`src/rtl/l2_read_arbiter.sv`:
```
// Shares one L2 read port between iCache line refills and dCache miss reads.
// Round-robin grant into a single request register; responses are steered by the ID source bit.
module l2_read_arbiter #(
    parameter int PADDR_W    = 40,
    parameter int ID_W       = 4,
    parameter int DATA_W     = 256,
    parameter int MAX_DC_OUT = 4
) (
    input  logic               clk_i,
    input  logic               rst_i,

    input  logic               ic_req_valid_i,
    input  logic [PADDR_W-1:0] ic_req_paddr_i,
    output logic               ic_resp_valid_o,
    output logic [DATA_W-1:0]  ic_resp_data_o,

    input  logic               dc_req_valid_i,
    output logic               dc_req_ready_o,
    input  logic [PADDR_W-1:0] dc_req_addr_i,
    input  logic [ID_W-1:0]    dc_req_id_i,
    output logic               dc_resp_valid_o,
    input  logic               dc_resp_ready_i,
    output logic [DATA_W-1:0]  dc_resp_data_o,
    output logic [ID_W-1:0]    dc_resp_id_o,
    output logic               dc_resp_last_o,

    output logic               mem_req_valid_o,
    input  logic               mem_req_ready_i,
    output logic [PADDR_W-1:0] mem_req_addr_o,
    output logic [ID_W:0]      mem_req_id_o,
    input  logic               mem_resp_valid_i,
    output logic               mem_resp_ready_o,
    input  logic [DATA_W-1:0]  mem_resp_data_i,
    input  logic [ID_W:0]      mem_resp_id_i,
    input  logic               mem_resp_last_i
);

    localparam int CNT_W = $clog2(MAX_DC_OUT + 1);
    localparam logic [CNT_W-1:0] CNT_MAX = CNT_W'(MAX_DC_OUT);

    localparam logic [1:0] IC_IDLE = 2'd0;
    localparam logic [1:0] IC_PEND = 2'd1;
    localparam logic [1:0] IC_WAIT = 2'd2;

    logic [1:0]         ic_state_q, ic_state_d;
    logic [PADDR_W-1:0] ic_addr_q, ic_addr_d;
    logic               def_valid_q, def_valid_d;
    logic [PADDR_W-1:0] def_addr_q, def_addr_d;
    logic               rr_dc_q, rr_dc_d;
    logic [CNT_W-1:0]   dc_cnt_q, dc_cnt_d;
    logic               out_valid_q, out_valid_d;
    logic [PADDR_W-1:0] out_addr_q, out_addr_d;
    logic [ID_W:0]      out_id_q, out_id_d;

    logic out_load;
    logic ic_cand;
    logic dc_cand;
    logic ic_grant;
    logic dc_grant;
    logic resp_is_dc;
    logic ic_resp_hs;
    logic dc_last_hs;

    // Saturating up/down step; simultaneous increment and decrement cancel.
    function automatic logic [CNT_W-1:0] cnt_step(
        input logic [CNT_W-1:0] cnt,
        input logic             inc,
        input logic             dec
    );
        logic [CNT_W-1:0] nxt;
        nxt = cnt;
        if (inc && !dec) begin
            if (cnt < CNT_MAX) nxt = cnt + CNT_W'(1);
        end else if (dec && !inc) begin
            if (cnt != '0) nxt = cnt - CNT_W'(1);
        end
        return nxt;
    endfunction

    always_comb begin
        out_load   = !out_valid_q || mem_req_ready_i;
        ic_cand    = (ic_state_q == IC_PEND);
        dc_cand    = dc_req_valid_i && (dc_cnt_q < CNT_MAX);
        dc_grant   = !rst_i && out_load && dc_cand && (!ic_cand || rr_dc_q);
        ic_grant   = !rst_i && out_load && ic_cand && !dc_grant;
        resp_is_dc = mem_resp_id_i[ID_W];
        ic_resp_hs = !rst_i && mem_resp_valid_i && !resp_is_dc;
        dc_last_hs = !rst_i && mem_resp_valid_i && resp_is_dc && dc_resp_ready_i && mem_resp_last_i;
    end

    // iCache request tracking, including the one-entry deferred slot used while a refill is in flight.
    always_comb begin
        ic_state_d  = ic_state_q;
        ic_addr_d   = ic_addr_q;
        def_valid_d = def_valid_q;
        def_addr_d  = def_addr_q;
        case (ic_state_q)
            IC_IDLE: begin
                if (ic_req_valid_i) begin
                    ic_state_d = IC_PEND;
                    ic_addr_d  = ic_req_paddr_i;
                end
            end
            IC_PEND: begin
                if (ic_grant) begin
                    ic_state_d = IC_WAIT;
                    if (ic_req_valid_i) begin
                        def_valid_d = 1'b1;
                        def_addr_d  = ic_req_paddr_i;
                    end
                end else if (ic_req_valid_i) begin
                    ic_addr_d = ic_req_paddr_i;
                end
            end
            IC_WAIT: begin
                if (ic_resp_hs) begin
                    def_valid_d = 1'b0;
                    if (ic_req_valid_i) begin
                        ic_state_d = IC_PEND;
                        ic_addr_d  = ic_req_paddr_i;
                    end else if (def_valid_q) begin
                        ic_state_d = IC_PEND;
                        ic_addr_d  = def_addr_q;
                    end else begin
                        ic_state_d = IC_IDLE;
                    end
                end else if (ic_req_valid_i) begin
                    def_valid_d = 1'b1;
                    def_addr_d  = ic_req_paddr_i;
                end
            end
            default: begin
                ic_state_d  = IC_IDLE;
                def_valid_d = 1'b0;
            end
        endcase
    end

    // Request register stage: grant in cycle N appears on the L2 port in cycle N+1.
    always_comb begin
        out_valid_d = out_valid_q;
        out_addr_d  = out_addr_q;
        out_id_d    = out_id_q;
        rr_dc_d     = rr_dc_q;
        if (out_load) begin
            out_valid_d = ic_grant || dc_grant;
            if (ic_grant) begin
                out_addr_d = ic_addr_q;
                out_id_d   = '0;
            end else if (dc_grant) begin
                out_addr_d = dc_req_addr_i;
                out_id_d   = {1'b1, dc_req_id_i};
            end
        end
        if (ic_grant) begin
            rr_dc_d = 1'b1;
        end else if (dc_grant) begin
            rr_dc_d = 1'b0;
        end
        dc_cnt_d = cnt_step(dc_cnt_q, dc_grant, dc_last_hs);
    end

    always_ff @(posedge clk_i) begin
        if (rst_i) begin
            ic_state_q  <= IC_IDLE;
            ic_addr_q   <= '0;
            def_valid_q <= 1'b0;
            def_addr_q  <= '0;
            rr_dc_q     <= 1'b0;
            dc_cnt_q    <= '0;
            out_valid_q <= 1'b0;
            out_addr_q  <= '0;
            out_id_q    <= '0;
        end else begin
            ic_state_q  <= ic_state_d;
            ic_addr_q   <= ic_addr_d;
            def_valid_q <= def_valid_d;
            def_addr_q  <= def_addr_d;
            rr_dc_q     <= rr_dc_d;
            dc_cnt_q    <= dc_cnt_d;
            out_valid_q <= out_valid_d;
            out_addr_q  <= out_addr_d;
            out_id_q    <= out_id_d;
        end
    end

    // Every output is forced quiet while reset is held, including the combinational response path.
    always_comb begin
        mem_req_valid_o  = out_valid_q && !rst_i;
        mem_req_addr_o   = rst_i ? '0 : out_addr_q;
        mem_req_id_o     = rst_i ? '0 : out_id_q;
        dc_req_ready_o   = dc_grant;
        ic_resp_valid_o  = ic_resp_hs && (ic_state_q == IC_WAIT);
        ic_resp_data_o   = rst_i ? '0 : mem_resp_data_i;
        dc_resp_valid_o  = !rst_i && mem_resp_valid_i && resp_is_dc;
        dc_resp_data_o   = rst_i ? '0 : mem_resp_data_i;
        dc_resp_id_o     = rst_i ? '0 : mem_resp_id_i[ID_W-1:0];
        dc_resp_last_o   = !rst_i && mem_resp_last_i;
        mem_resp_ready_o = !rst_i && (resp_is_dc ? dc_resp_ready_i : 1'b1);
    end

endmodule

```
`config.mk`:
```
export PLATFORM = sky130hd
export DESIGN_NAME = l2_read_arbiter
export DESIGN_NICKNAME = d
export VERILOG_FILES = /design/src/rtl/l2_read_arbiter.sv
export SDC_FILE = /design/constraint.sdc
export NUM_CORES = 1
export LEC_CHECK = 0
export BUFFER_PORTS_ARGS = -buffer_cell sky130_fd_sc_hd__buf_2
export CORE_AREA = 4 4 353 355
export DETAILED_ROUTE_END_ITERATION = 16
export DIE_AREA = 0 0 357 359
export GPL_TIMING_DRIVEN = 0
export PLACE_DENSITY = 0.3
export SLEW_MARGIN = 20
export SYNTH_ARGS = -nofsm -noshare
export SYNTH_HDL_FRONTEND = slang
export SYNTH_SLANG_ARGS = --single-unit
```
`constraint.sdc`:
```
create_clock -name clk_i -period 2.35 [get_ports clk_i]
set_clock_uncertainty 0.15 [all_clocks]
set_input_delay 0.47 -clock clk_i [delete_from_list [all_inputs] [get_ports clk_i]]
set_output_delay 0.47 -clock clk_i [all_outputs]
set_load 0.05 [all_outputs]
```
Yosys cells after proc, flatten, opt, wreduce, memory -nomap -nowiden --
Index checks and enable logic that the tools add are counted.
Storage, ports and cells: input bits 353, output and inout bits 567, logic and storage cells 96, flip-flop bits (word level) 133
Operators by class: $lt $le $gt $ge 1, eq/ne operators 9, $add $sub $neg 2, multiplexer cells 35, reduce and logical (&&, ||, !) cells 39, bitwise operators 1
Operators by type and width (count):
- $mux W40 | 11
- $mux W256 | 1
- $pmux W40 S3 | 1
- $pmux W40 S2 | 1
- $logic_and A1 B1 Y1 | 17
- $mux W5 | 3
- $mux W3 | 4
- $ne A2 B2 Y1 const B | 5
- $reduce_and A3 Y1 | 3
- $mux W1 | 8
- $reduce_bool A2 Y1 | 4
- $logic_not A1 Y1 | 6
- $mux W2 | 3
- $pmux W2 S3 | 1
- $reduce_bool A3 Y1 | 2
- $mux W4 | 1
- $reduce_and A2 Y1 | 2
- $reduce_and A4 Y1 | 1
- $add A3 B1 Y3 const B | 1
- $logic_or A1 B1 Y1 | 3
- $lt A3 B3 Y1 const B | 1
- $ne A3 B3 Y1 const B | 1
- $pmux W1 S3 | 1
- $sub A3 B1 Y3 const B | 1
- other kinds (5) | 5

Logic depth before layout (Yosys ltp) --
word-level depth 9, depth in mapped cells 11, gate-level depth less buffers 11

Worst setup path before layout --
Ideal clock, no wire load.
kind register to register, start reg ic_state_q[1], end reg dc_cnt_q[2], setup slack -1255 ps, data required time 2114 ps, setup time 86 ps, path buffers 0, period minus slack after synthesis 3605 ps, arrival 3369 ps, cell stages (with the launch flop) 12, cells stage by stage dfxtp_1 > inv_1 > ha_1 > nand2b_1 > nand2_1 > nor3_1 > ha_1 > xnor2_1 > ha_1 > a21oi_1 > xnor2_1 > a211oi_1
On the way: word-level cells in the longest chain between the ends 8, elaborated cells on any way between the ends 12, those cells by class 2 x eq/ne; 1 x mux; 9 x reduce/logical
RTL lines:
- start: declaration | RTL line 45 | logic [1:0] ic_state_q, ic_state_d;
- start signal: assignment | RTL line 175 | ic_state_q <= ic_state_d;
- $eq A2 B1 Y1 (*) | RTL line 82 | ic_cand = (ic_state_q == IC_PEND);
- $logic_not A1 Y1 (*) | RTL line 84 | dc_grant = !rst_i && out_load && dc_cand && (!ic_cand || rr_dc_q);
- $logic_or A1 B1 Y1 (*) | RTL line 84
- $logic_and A1 B1 Y1 (*) | RTL line 84
- named net dc_req_ready_o | RTL line 18 | output logic dc_req_ready_o,
- $logic_not A1 Y1 | RTL line 74 | end else if (dec && !inc) begin
- $logic_and A1 B1 Y1 | RTL line 74
- $reduce_bool A2 Y1 (no line)
- $reduce_and A3 Y1 (no line)
- end signal: assignment | RTL line 180 | dc_cnt_q <= dc_cnt_d;
- end: declaration | RTL line 50 | logic [CNT_W-1:0] dc_cnt_q, dc_cnt_d;
Mark *: on every way through the listed nets, which the timed path passes. The rest lies on a longest branch. A chain may end at the register's enable or synchronous reset.

Worst setup path after layout --
start reg ic_state_q[1], end out dc_req_ready_o
On the way: word-level cells in the longest chain between the ends 4
RTL lines (RTL line):
- $eq A2 B1 Y1 | 82
- $logic_not A1 Y1 | 84
- $logic_or A1 B1 Y1 | 84
- $logic_and A1 B1 Y1 | 84
- end: declaration | 18
No other way between the ends.

==> flow_metrics.env <==
export IMPL_clock_sink_count=133
export IMPL_postSynthCellCount=1272
export IMPL_syn_cell_area_sq_um=10200
export IMPL_share_of_the_synthesized_area_in_compound_gates_ao_oa_aoi_oai_pct=11.9
export IMPL_design_area_sq_um=21700
export IMPL_worst_endpoint_arrival_ps=1750
export IMPL_layout_cells_most_common="sky130_fd_sc_hd__buf_2"
export IMPL_synth_distinct_cells=32
export IMPL_initial_core_utilization_pct=8.42
export IMPL_synthTopCellsByArea="sky130_fd_sc_hd__dfxtp_1 (26%), sky130_fd_sc_hd__nor2b_1 (19%), sky130_fd_sc_hd__buf_4 (19%)"
export IMPL_detail_route_wl_per_cell_um=24.9
export IMPL_pin_slew_with_the_least_headroom_to_its_limit_ps=950
export IMPL_clkTransAtPathRegs_ps=70
export IMPL_grt_pass1_vias=12600
export IMPL_grt_setup_unrepaired="true"
export IMPL_power_mw=13.1
export IMPL_grt_pass1_wl_mm=123
export IMPL_finish_net_count=2598
export IMPL_tritoncts="done"
export IMPL_pin_count_of_the_biggest_net_entering_global_routing=18
export IMPL_synth_ff_latch_count=133
export IMPL_result_of_the_run="finished with violations"
export IMPL_overall_global_routing_resource_usage_pct=14.4
export IMPL_layout_cells_most_common_list="sky130_fd_sc_hd__buf_2 (554), sky130_fd_sc_hd__buf_4 (494), sky130_fd_sc_hd__nor2b_4 (172)"
export IMPL_finalWorstPathRequiredPeriod_ps=2370
export IMPL_drcViolationCount=0
export IMPL_route_detailed_vias_per_inst=3.15
export IMPL_area_growth_pct=112
export IMPL_synth_top_family_by_area="simple AND/OR/NAND/NOR gates"
export IMPL_synth_seq_area_share_pct=26.0
export IMPL_power_density_cell_area_nw_per_um2=602
export IMPL_worst_skew_pair_late_latency_ps=480
export IMPL_worstSetupEndpointType="output pin"
export IMPL_dr_total_vias=12300
export IMPL_die_h_um=359
export IMPL_finalWeightedCongestion=0.883
export IMPL_worst_ir_drop_vdd_mv=0.585
export IMPL_setup_worst_path_class="reg2out"
export IMPL_detail_route_wirelength_mm=97.4
export IMPL_port_buffers=918
export IMPL_htree_num_levels=4
export IMPL_drt_first_iter_violations=550
export IMPL_hold_violations=0
export IMPL_root_buffer="sky130_fd_sc_hd__clkbuf_16"
export IMPL_worst_path_max_fanout=4
export IMPL_gr_ovfl_total=0
export IMPL_ctsLongestPathBuffers=2
export IMPL_post_synthesis_simple_gate_area_fraction_pct=29.8
export IMPL_fp_coreArea_sq_um=121000
export IMPL_post_route_worst_setup_slack_ps=-22.4
export IMPL_final_max_slew_violation_count=0
export IMPL_yosysWarningCount=0
export IMPL_relSlewSlack_pct=36.6
export IMPL_drt_pass1_iterations=4
export IMPL_critical_path_required_ps=1730
export IMPL_postRouteAntennaNets=0
export IMPL_muxShareOfSynthArea_pct=7.93
export IMPL_synthesized_netlist_net_count=1633
export IMPL_max_cap_violations=0
export IMPL_violations="setup timing"
export IMPL_adder_cell_area_share_of_the_yosys_netlist_pct=0.979
export IMPL_finalSetupViolCount=1
export IMPL_grt_antenna_before_repair=95
export IMPL_area_share_of_the_largest_cell_type_after_synthesis_pct=26.0
export IMPL_num_rows=128
export IMPL_synthDominantAreaCellType="sky130_fd_sc_hd__dfxtp_1"
export IMPL_dieWidth_um=357
export IMPL_fmaxAchievable_ghz=0.422
export IMPL_fin_crit_sh_pct=101
export IMPL_post_place_cell_area_sq_um=17600
export IMPL_power_leakage_nw=10.8
export IMPL_top_level_ports=920
export IMPL_worst_hold_slack_ps=53.4
export IMPL_worst_hold_path_type="in2reg"
export IMPL_fraction_of_synthesized_cell_area_in_xor_and_xnor_cells_pct=0.171
export IMPL_die_area_sq_um=128000
export IMPL_final_cell_count_no_fill=3910
export IMPL_cp_start_kind="flip-flop"
export IMPL_placed_cells=3816
export IMPL_cts_inserted_buffers=17
export IMPL_syn_area_per_cell_sq_um=8.04
export IMPL_drive_gt1_share_pct=71.7
export IMPL_post_dp_hpwl_mm=85.7
[metrics by stage]
step / setup slack (ps) / utilization [%] / TNS (ps)
floorplan: -543 / - / -142370
global placement: -1850 / 14.5 / -734150
detailed placement: -1310 / 14.5 / -504770
CTS: -142 / 17.5 / -2690
global route: -109 / 17.8 / -150
finish: -22.4 / 17.9 / -22.4
[Yosys cell counts, drive strengths merged]
| library cell | instances |
|---|---|
| a211o | 2 |
| a211oi | 47 |
| a21o | 4 |
| a21oi | 47 |
| a221oi | 1 |
| a311oi | 41 |
| and2 | 1 |
| and3b | 1 |
| buf | 279 |
| clkbuf | 72 |
| dfxtp | 133 |
| ha | 8 |
| inv | 7 |
| mux2i | 81 |
| nand2 | 82 |
| nand2b | 87 |
| nand3 | 1 |
| nor2 | 50 |
| nor2b | 313 |
| nor3 | 3 |
| nor4 | 1 |
| o21a | 2 |
| o21ai | 5 |
| o21bai | 1 |
| or3b | 1 |
| xnor2 | 2 |
[cell families (layout without fill, tap and decap cells)]
| group | Yosys count | count (layout) |
|---|---|---|
| AND/OR/NAND/NOR | 540 | 540 |
| buffers and inverters | 358 | 1336 |
| AO/OA/AOI/OAI | 150 | 150 |
| other | 0 | 35 |
| multiplexers | 81 | 81 |
| adder cells (fa/ha/maj) | 8 | 8 |
| XOR/XNOR | 2 | 2 |
| flip-flops | 133 | 133 |
[critical path: stages, from the launching register on]
cell	delay, ps
sky130_fd_sc_hd__dfxtp_4	360
sky130_fd_sc_hd__inv_4	40
sky130_fd_sc_hd__ha_4	160
sky130_fd_sc_hd__nand2b_4	80
sky130_fd_sc_hd__buf_6	100
sky130_fd_sc_hd__nand2_4	50
sky130_fd_sc_hd__nor3_4	200
sky130_fd_sc_hd__buf_12	150
sky130_fd_sc_hd__buf_12	130
[where the power goes]
group	switching (mW)	leakage [nW]	internal (mW)	total (mW)
registers	0.273	1.10	2.73	3.01
logic	4.51	9.37	2.68	7.19
clock network	1.42	0.292	1.43	2.86
total	6.21	10.8	6.85	13.1
[what timing repair did]
item	CTS	global route
hold buffers	3	0
pin swaps	6	2
setup buffers	14	9
gates resized for setup	910	81
cloned	0	3
hold endpoints to repair	3	0
endpoints found under the setup margin	673	278
[path summary, 6_finish.rpt]
path / from / endpoint / slack, ps / cells after the start
setup / recovery: ic_state_q[1]$_SDFFE_PP0P_ / dc_req_ready_o / -20 / 8
hold / removal: dc_req_id_i[2] / out_id_q[2]$_SDFFE_PP0P_ / 50 / 2
setup reg to reg: ic_state_q[1]$_SDFFE_PP0P_ / dc_cnt_q[2]$_SDFFE_PP0P_ / 50 / 14
hold reg to reg: def_addr_q[36]$_SDFFE_PP0P_ / def_addr_q[36]$_SDFFE_PP0P_ / 320 / 2
[layout make-up]
class / count / area [sq um]
timing repair buffer: 948 / 6490
multi-input combinational: 781 / 6840
inverter: 7 / 28.8
clock inverter: 15 / 188
sequential: 133 / 2670
clock buffer: 17 / 425
antenna: 35 / 87.6
fill: 13900 / 99700
buffer: 349 / 2930
tap: 1625 / 2030
[state kept, by name, indices dropped and copies added (netlist names)]
name	count
def_addr_q	40
ic_state_q	2
dc_cnt_q	3
rr_dc_q	1
out_id_q	5
def_valid_q	1
out_addr_q	40
out_valid_q	1
ic_addr_q	40
[metal layers]
metal  part of all wire, %  vias to the layer above  routed length [um]  global-route usage [%]
li1                      -                     5869                   -                       -
met1                    43                     5713               42300                    17.9
met2                    44                      562               42700                    22.6
met3                    10                      133                9870                    6.66
met4                   2.3                       44                2210                    3.56
met5                  0.28                        -                 276                       0
Power figures use the tool's default switching activity.
